--- src/rtl/hamming_encoder_pkg.sv ---
// Shared SECDED definitions: width codes, per-width sizes and the syndrome-to-position
// table also used by the decoder's error-fix stage.
package hamming_encoder_pkg;

    typedef enum logic [1:0] {
        CW_SMALL  = 2'b00,
        CW_MEDIUM = 2'b01,
        CW_LARGE  = 2'b10
    } cw_width_e;

    localparam int unsigned R_SMALL     = 3;
    localparam int unsigned R_MEDIUM    = 4;
    localparam int unsigned R_LARGE     = 5;
    localparam int unsigned DATA_SMALL  = 4;
    localparam int unsigned DATA_MEDIUM = 11;
    localparam int unsigned DATA_LARGE  = 26;
    localparam int unsigned MAX_R       = R_LARGE;
    localparam int unsigned MAX_DATA    = DATA_LARGE;

    // Syndrome of data bit dk: the non-powers-of-two in ascending order.
    localparam logic [4:0] SYNDROME_TABLE [MAX_DATA] = '{
        5'd3,  5'd5,  5'd6,  5'd7,  5'd9,  5'd10, 5'd11, 5'd12, 5'd13,
        5'd14, 5'd15, 5'd17, 5'd18, 5'd19, 5'd20, 5'd21, 5'd22, 5'd23,
        5'd24, 5'd25, 5'd26, 5'd27, 5'd28, 5'd29, 5'd30, 5'd31
    };

    function automatic cw_width_e norm_width(input logic [1:0] w);
        case (w)
            2'b00:   return CW_SMALL;
            2'b01:   return CW_MEDIUM;
            default: return CW_LARGE;
        endcase
    endfunction

    function automatic logic [MAX_DATA-1:0] data_mask(input cw_width_e w);
        case (w)
            CW_SMALL:  return 26'h000_000F;
            CW_MEDIUM: return 26'h000_07FF;
            default:   return '1;
        endcase
    endfunction

    function automatic logic [31:0] width_mask(input cw_width_e w);
        case (w)
            CW_SMALL:  return 32'h0000_00FF;
            CW_MEDIUM: return 32'h0000_FFFF;
            default:   return '1;
        endcase
    endfunction

endpackage

--- src/rtl/hamming_encoder_parity_gen.sv ---
// Combinational parity generator: p[j] is the XOR of every data bit whose syndrome has bit j set.
module hamming_parity_gen
    import hamming_encoder_pkg::*;
(
    input  logic [25:0] data_i,
    input  logic [1:0]  width_i,
    output logic [4:0]  p_o
);

    logic [25:0] data_m;

    always_comb begin
        data_m = data_i & data_mask(norm_width(width_i));
        p_o    = '0;
        for (int unsigned i = 0; i < MAX_DATA; i++) begin
            for (int unsigned j = 0; j < MAX_R; j++) begin
                if (SYNDROME_TABLE[i][j]) begin
                    p_o[j] = p_o[j] ^ data_m[i];
                end
            end
        end
    end

endmodule

--- src/rtl/hamming_encoder.sv ---
// SECDED encoder with a two-stage valid/ready pipeline and an optional noise mask on the output.
module hamming_encoder
    import hamming_encoder_pkg::*;
#(
    parameter int AMBA_WORD  = 32,
    parameter int DATA_WIDTH = 32
) (
    input  logic                  clk,
    input  logic                  rst,
    input  logic                  in_valid,
    output logic                  in_ready,
    input  logic [DATA_WIDTH-1:0] data_in,
    input  logic [1:0]            cw_width,
    input  logic [AMBA_WORD-1:0]  noise,
    output logic                  out_valid,
    input  logic                  out_ready,
    output logic [AMBA_WORD-1:0]  cw_out,
    output logic [1:0]            out_width
);

    cw_width_e            in_width;
    logic [25:0]          in_data_m;
    logic [4:0]           in_p;
    logic                 unused_data;

    logic                 s1_valid_q, s1_valid_d;
    logic [25:0]          s1_data_q, s1_data_d;
    logic [4:0]           s1_p_q, s1_p_d;
    cw_width_e            s1_width_q, s1_width_d;
    logic [AMBA_WORD-1:0] s1_noise_q, s1_noise_d;

    logic                 out_valid_q, out_valid_d;
    logic [AMBA_WORD-1:0] cw_q, cw_d;
    cw_width_e            out_width_q, out_width_d;

    logic                 s1_adv, s2_adv;
    logic                 overall;
    logic [AMBA_WORD-1:0] clean_cw;

    assign unused_data = ^data_in[DATA_WIDTH-1:26];
    assign in_width    = norm_width(cw_width);
    assign in_data_m   = data_in[25:0] & data_mask(in_width);

    hamming_parity_gen u_parity (
        .data_i  (in_data_m),
        .width_i (in_width),
        .p_o     (in_p)
    );

    assign s2_adv   = !out_valid_q || out_ready;
    assign s1_adv   = !s1_valid_q || s2_adv;
    assign in_ready = s1_adv;

    always_comb begin
        s1_valid_d = s1_valid_q;
        s1_data_d  = s1_data_q;
        s1_p_d     = s1_p_q;
        s1_width_d = s1_width_q;
        s1_noise_d = s1_noise_q;
        if (s1_adv) begin
            s1_valid_d = in_valid;
            if (in_valid) begin
                s1_data_d  = in_data_m;
                s1_p_d     = in_p;
                s1_width_d = in_width;
                s1_noise_d = noise & width_mask(in_width);
            end
        end
    end

    // Stored data is already masked and unused parity bits are zero, so one XOR covers every width.
    always_comb begin
        overall  = ^{s1_data_q, s1_p_q};
        clean_cw = '0;
        case (s1_width_q)
            CW_SMALL:  clean_cw[7:0]  = {s1_data_q[3:0], overall, s1_p_q[2:0]};
            CW_MEDIUM: clean_cw[15:0] = {s1_data_q[10:0], overall, s1_p_q[3:0]};
            default:   clean_cw[31:0] = {s1_data_q[25:0], overall, s1_p_q[4:0]};
        endcase
    end

    always_comb begin
        out_valid_d = out_valid_q;
        cw_d        = cw_q;
        out_width_d = out_width_q;
        if (s2_adv) begin
            out_valid_d = s1_valid_q;
            if (s1_valid_q) begin
                cw_d        = clean_cw ^ s1_noise_q;
                out_width_d = s1_width_q;
            end
        end
    end

    always_ff @(posedge clk) begin
        if (rst) begin
            s1_valid_q  <= 1'b0;
            s1_data_q   <= '0;
            s1_p_q      <= '0;
            s1_width_q  <= CW_SMALL;
            s1_noise_q  <= '0;
            out_valid_q <= 1'b0;
            cw_q        <= '0;
            out_width_q <= CW_SMALL;
        end else begin
            s1_valid_q  <= s1_valid_d;
            s1_data_q   <= s1_data_d;
            s1_p_q      <= s1_p_d;
            s1_width_q  <= s1_width_d;
            s1_noise_q  <= s1_noise_d;
            out_valid_q <= out_valid_d;
            cw_q        <= cw_d;
            out_width_q <= out_width_d;
        end
    end

    assign out_valid = out_valid_q;
    assign cw_out    = cw_q;
    assign out_width = out_width_q;

endmodule
--- config.mk ---
export PLATFORM = sky130hd
export DESIGN_NAME = hamming_encoder
export DESIGN_NICKNAME = d
export VERILOG_FILES = /design/src/rtl/hamming_encoder_pkg.sv /design/src/rtl/hamming_encoder_parity_gen.sv /design/src/rtl/hamming_encoder.sv
export SDC_FILE = /design/constraint.sdc
export NUM_CORES = 1
export LEC_CHECK = 0
export CELL_PAD_IN_SITES_DETAIL_PLACEMENT = 0
export CELL_PAD_IN_SITES_GLOBAL_PLACEMENT = 1
export CORE_MARGIN = 2
export CORE_UTILIZATION = 40
export DETAILED_ROUTE_END_ITERATION = 7
export PLACE_DENSITY = 0.83
export SLEW_MARGIN = 30
export SYNTH_ARGS = -nofsm -noshare
export SYNTH_HDL_FRONTEND = slang
export SYNTH_SLANG_ARGS = --single-unit
--- constraint.sdc ---
create_clock -name clk -period 6.3 [get_ports clk]
set_clock_uncertainty 0.1 [all_clocks]
set_input_delay 1.26 -clock clk [delete_from_list [all_inputs] [get_ports clk]]
set_output_delay 1.26 -clock clk [all_outputs]
set_load 0.02 [all_outputs]
* Word-level counts from Yosys, hierarchy flattened
Cells that the tools add are included.
** Operators by class
- Mux-type cells :: 10
- Reductions and logical operators :: 12
- Bitwise gates (word level) :: 74
- Eq/ne operators :: 4
** Operators with widths (number)
- one-hot mux 26 bit (2 select lines) :: 2
- bitwise XOR 1 bit :: 70
- two-way mux 32 bit :: 2
- one-hot mux 32 bit (2 select lines) :: 1
- bitwise AND 26 bit :: 2
- bitwise AND 32 bit :: 1
- one-hot mux 8 bit (2 select lines) :: 2
- bitwise XOR 32 bit :: 1
- parity 31 bit :: 1
- two-way mux 16 bit :: 1
- equality test 2 x 1 -> 1 bit (second input constant) :: 4
- logical NOT 2 bit :: 4
- one-hot mux 2 bit (2 select lines) :: 2
- AND reduction 2 bit :: 2
- logical NOT 1 bit :: 2
- logical OR 1 bit :: 2
- OR reduction 2 bit :: 1
** Word-level totals
- Input port bits :: 70
- Output and inout port bits :: 36
- Register bits after elaboration :: 101

* Longest topological paths before layout
- Depth in word-level cells :: 21
- Depth in mapped cells :: 8

* Hierarchy
A second synthesis with hierarchy kept.
** Unflattened totals
- Cells, all modules :: 634
- Area total of the unflattened synthesis :: 5048.6 µm²
** By module, submodules not included
- hamming_encoder :: instances 1, seq. area each 2021.9 µm², cells each 556, area an instance 4444.3 µm²
- hamming_parity_gen :: instances 1, seq. area each 0.0 µm², cells each 78, area an instance 604.3 µm²

* Least setup slack after synthesis
No wires, ideal clock.
- Kind :: in2out
- Start point :: input port out_ready
- End point :: output port in_ready
- Data arrival time :: 1.672 ns
- Path buffers :: 0
- Stages on the path :: 2
- Data required time :: 4.940 ns
- Slack :: 3.268 ns
- Path through :: nor2b_1 > nand2_1
** On the way
- Cells in the longest elaborated chain, start to end :: 2
** RTL lines
- from (decl) :: line hamming_encoder.sv:16 : input logic out_ready,
- logical OR 1 bit :: line hamming_encoder.sv:50 : assign s2_adv = !out_valid_q || out_ready;
- logical OR 1 bit :: line hamming_encoder.sv:51 : assign s1_adv = !s1_valid_q || s2_adv;
- to (decl) :: line hamming_encoder.sv:11 : output logic in_ready,
No other way between the ends.

* Final worst setup path
Same ends and word-level chain as after synthesis.

==> impl_metrics.ini <==
[routing]
vias = 4154
drc = 0
via_per_inst = 4.963
wl_per_cell_microns = 14.17
routed_wl_mm = 11.86
drtIter0Drc = 241
final_antenna_net_count = 0
first_pass_iters = 4

[global_route]
grt_pass1_wl_mm = 19.35
grtUsageTotal_pct = 18.26
grt_overflow = 0
antenna_found_initial = 0
grt_start_max_net_pins = 102
grt_pass1_vias = 3918

[setup_path]
crit_buf_inv = 2
worst_ep_arrival_time_ns = 2.92
path_cells = clkdlybuf4s50_1 -> nor2b_1 -> nand2_1 -> clkdlybuf4s50_1
worstSetupPathType = in2out
cp_top_family = buffers and inverters
crit_fanout = 5
max_stage_delay_ns = 0.58
cpMaxStageDelayCell = clkdlybuf4s50_1
start_kind = input port
cp.required_ns = 4.94
critPathCaptureType = primary output
cpMostUsedCell = clkdlybuf4s50_1

[clock_tree]
cts_root_buffer = clkbuf_16
clkTransAtPathRegs_ns = 0.07
post_cts_buffers = 0
post_cts_resized = 0
cts-buffers-inserted = 9
cts_hold_buf = 0
clock-sinks = 101
cts_max_path_buffers = 2
clock_latency_ns = 0.34
htree_levels = 3
cts_tree = built

[flow_run]
maxCapViolCount = 0

[synthesis]
yosys.area_share.simple_pct = 19.90
mappedNetlistArea_sq_mm = 0.004936
yosysSeqAreaShare_pct = 40.96
synth_edf_count = 0
synth_seq_cells = 101
synth-compound-area-share_pct = 14.50
synth_nets = 684
synth_xor_area_share_pct = 20.66
synth_area_leaders = dfxtp_1 41%, xnor2_1 11%, nand2_1 9.8%
synthAdderAreaFrac_pct = 0
syn_inst = 614
async_reset_ff_share_pct = 0
synth_flop_cell = dfxtp_1
synth_top_family_by_area = XOR/XNOR gates
muxShareOfSynthArea_pct = 0.4056
netlist.area_leader.share_pct = 40.96
ys.warnings.count = 0
syn_avg_cell_area_sq_um = 8.039
yosys.area.top_type = dfxtp_1
ys_types = 29

[die]
core_area_sq_mm = 0.01201
die_x_microns = 115.1
ios = 106
die_area_sq_mm = 0.01324
start_util_pct = 41.09
num_rows = 40
die_h_microns = 115.1

[layout]
final_cell_mix = 128 x nand2_1, 101 x dfxtp_1, 97 x clkdlybuf4s50_1, 81 x a21oi_1, 61 x xnor2_1
antenna_cells = 0
drive_gt1_share_pct = 4.058
finalNetCount = 755
layout_commonest_cell = nand2_1
design_area_sq_mm = 0.006300
fill_cells = 1183
area_delta_synth_final_pct = 27.63
postLayoutCoreUtil_pct = 52.45

[pwr]
p_sw_share_pct = 28.25
p_int_mw = 1.167
power_density_mw_per_mm2 = 258.1
cellLeakagePower_nw = 2.199
clkPwrFrac_pct = 32.0
p_switching_uw = 459.5
p_seq_share_pct = 43.7
ir_drop_uv = 143.8
combPwrFrac_pct = 24.3

[sta]
fin_setup_tns_ns = 0
slew_headroom_pct = 46.70
setup_viol = 0
post-route-min-period_ns = 4.277
hold_ws_ns = 0.3582
finalCritPeriodShare_pct = 67.89
hold_viol = 0
fmax_mhz = 233.8
report.final.slew_viol_count = 0
rsz0062_at_grt = no
worst_slew_pin_slew_ns = 0.7995

[placed_design]
dp_hpwl_mm = 8.220
gp_congestion = 0.7890
dpl-instance-area_sq_mm = 0.005991
numPortBuffers = 99

[status]
status = completed

[hold_path]
hold_class = reg2reg
==> worst register-to-register path: stages, from the launching register on <==
cell     delay [ns]
dfxtp_1        0.36
xnor3_1        0.43
xnor3_1        0.22
xnor3_1        0.26
xnor3_1        0.28
or3_1          0.34
or3_1          0.31
a31oi_1        0.17
==> stage by stage <==
| stage | total power [mW] | worst slack, ns | instances |
|---|---|---|---|
| global route | 1.712 | 1.912 | 837 |
| detailed placement | 1.121 | 2.029 | 820 |
| floorplan | 0.9927 | 3.268 | 614 |
| global placement | 1.114 | 2.112 | 820 |
| finish | 1.626 | 2.023 | 837 |
| CTS | 1.642 | 2.025 | 836 |
==> area by class of cell <==
class / count / area, sq um / area share [%]
Multi-Input combinational cell: 466 / 2759 / 43.79
Sequential cell: 101 / 2022 / 32.10
Timing Repair Buffer: 105 / 1050 / 16.66
Clock buffer: 11 / 242.7 / 3.853
Tap cell: 147 / 183.9 / 2.920
Clock inverter: 5 / 35.03 / 0.5561
Inverter: 2 / 7.507 / 0.1192
==> per-layer routing <==
layer	track usage, %	part of all wire [%]
met3	3.268	4.4
met2	27.45	44
met1	26.98	50
met5	0	0
met4	4.900	0.91
==> final timing paths <==
path                  from           end  slack (ns)  depth (start not counted)
max              out_ready      in_ready        2.02                          4
min           out_width[1]  out_width[1]        0.36                          2
max reg2reg  s1_data_q[12]     cw_out[3]        3.75                          7
min reg2reg   out_width[1]  out_width[1]        0.36                          2
==> Yosys cell counts, types with 2 or more instances <==
cell and n:
a211oi_1 24, a21oi_1 82, a22oi_1 3, a31oi_1 2, buf_1 8, clkbuf_1 37, dfxtp_1 101, inv_1 2
mux2i_1 2, nand2_1 129, nand2b_1 2, nand3_1 47, nor2_1 45, nor2b_1 6, o21ai_0 13, or3_1 2
xnor2_1 61, xnor3_1 6, xor2_1 30, xor3_1 3
==> power groups by stage <==
stage	Combinational [mW]	Sequential, mW	Clock [mW]
floorplan	0.260	0.732	0
finish	0.396	0.710	0.520
global placement	0.390	0.723	0
detailed placement	0.396	0.725	0
global route	0.434	0.715	0.563
CTS	0.398	0.710	0.534
==> cells by family after synthesis <==
kind of cell / count (synthesis)
DFF: 101
and+or+nand+nor: 236
AOI/OAI and AO/OA: 127
xor gates and xnor gates: 101
muxes: 2
buffers and inverters: 47
==> state kept, by name, indices dropped and copies added, names as in the netlist <==
| name | count |
|---|---|
| s1_width_q | 2 |
| out_valid | 1 |
| s1_noise_q | 32 |
| s1_p_q | 5 |
| s1_valid_q | 1 |
| out_width | 2 |
| cw_out | 32 |
| s1_data_q | 26 |
No activity file was read; power rests on OpenSTA's default activity.
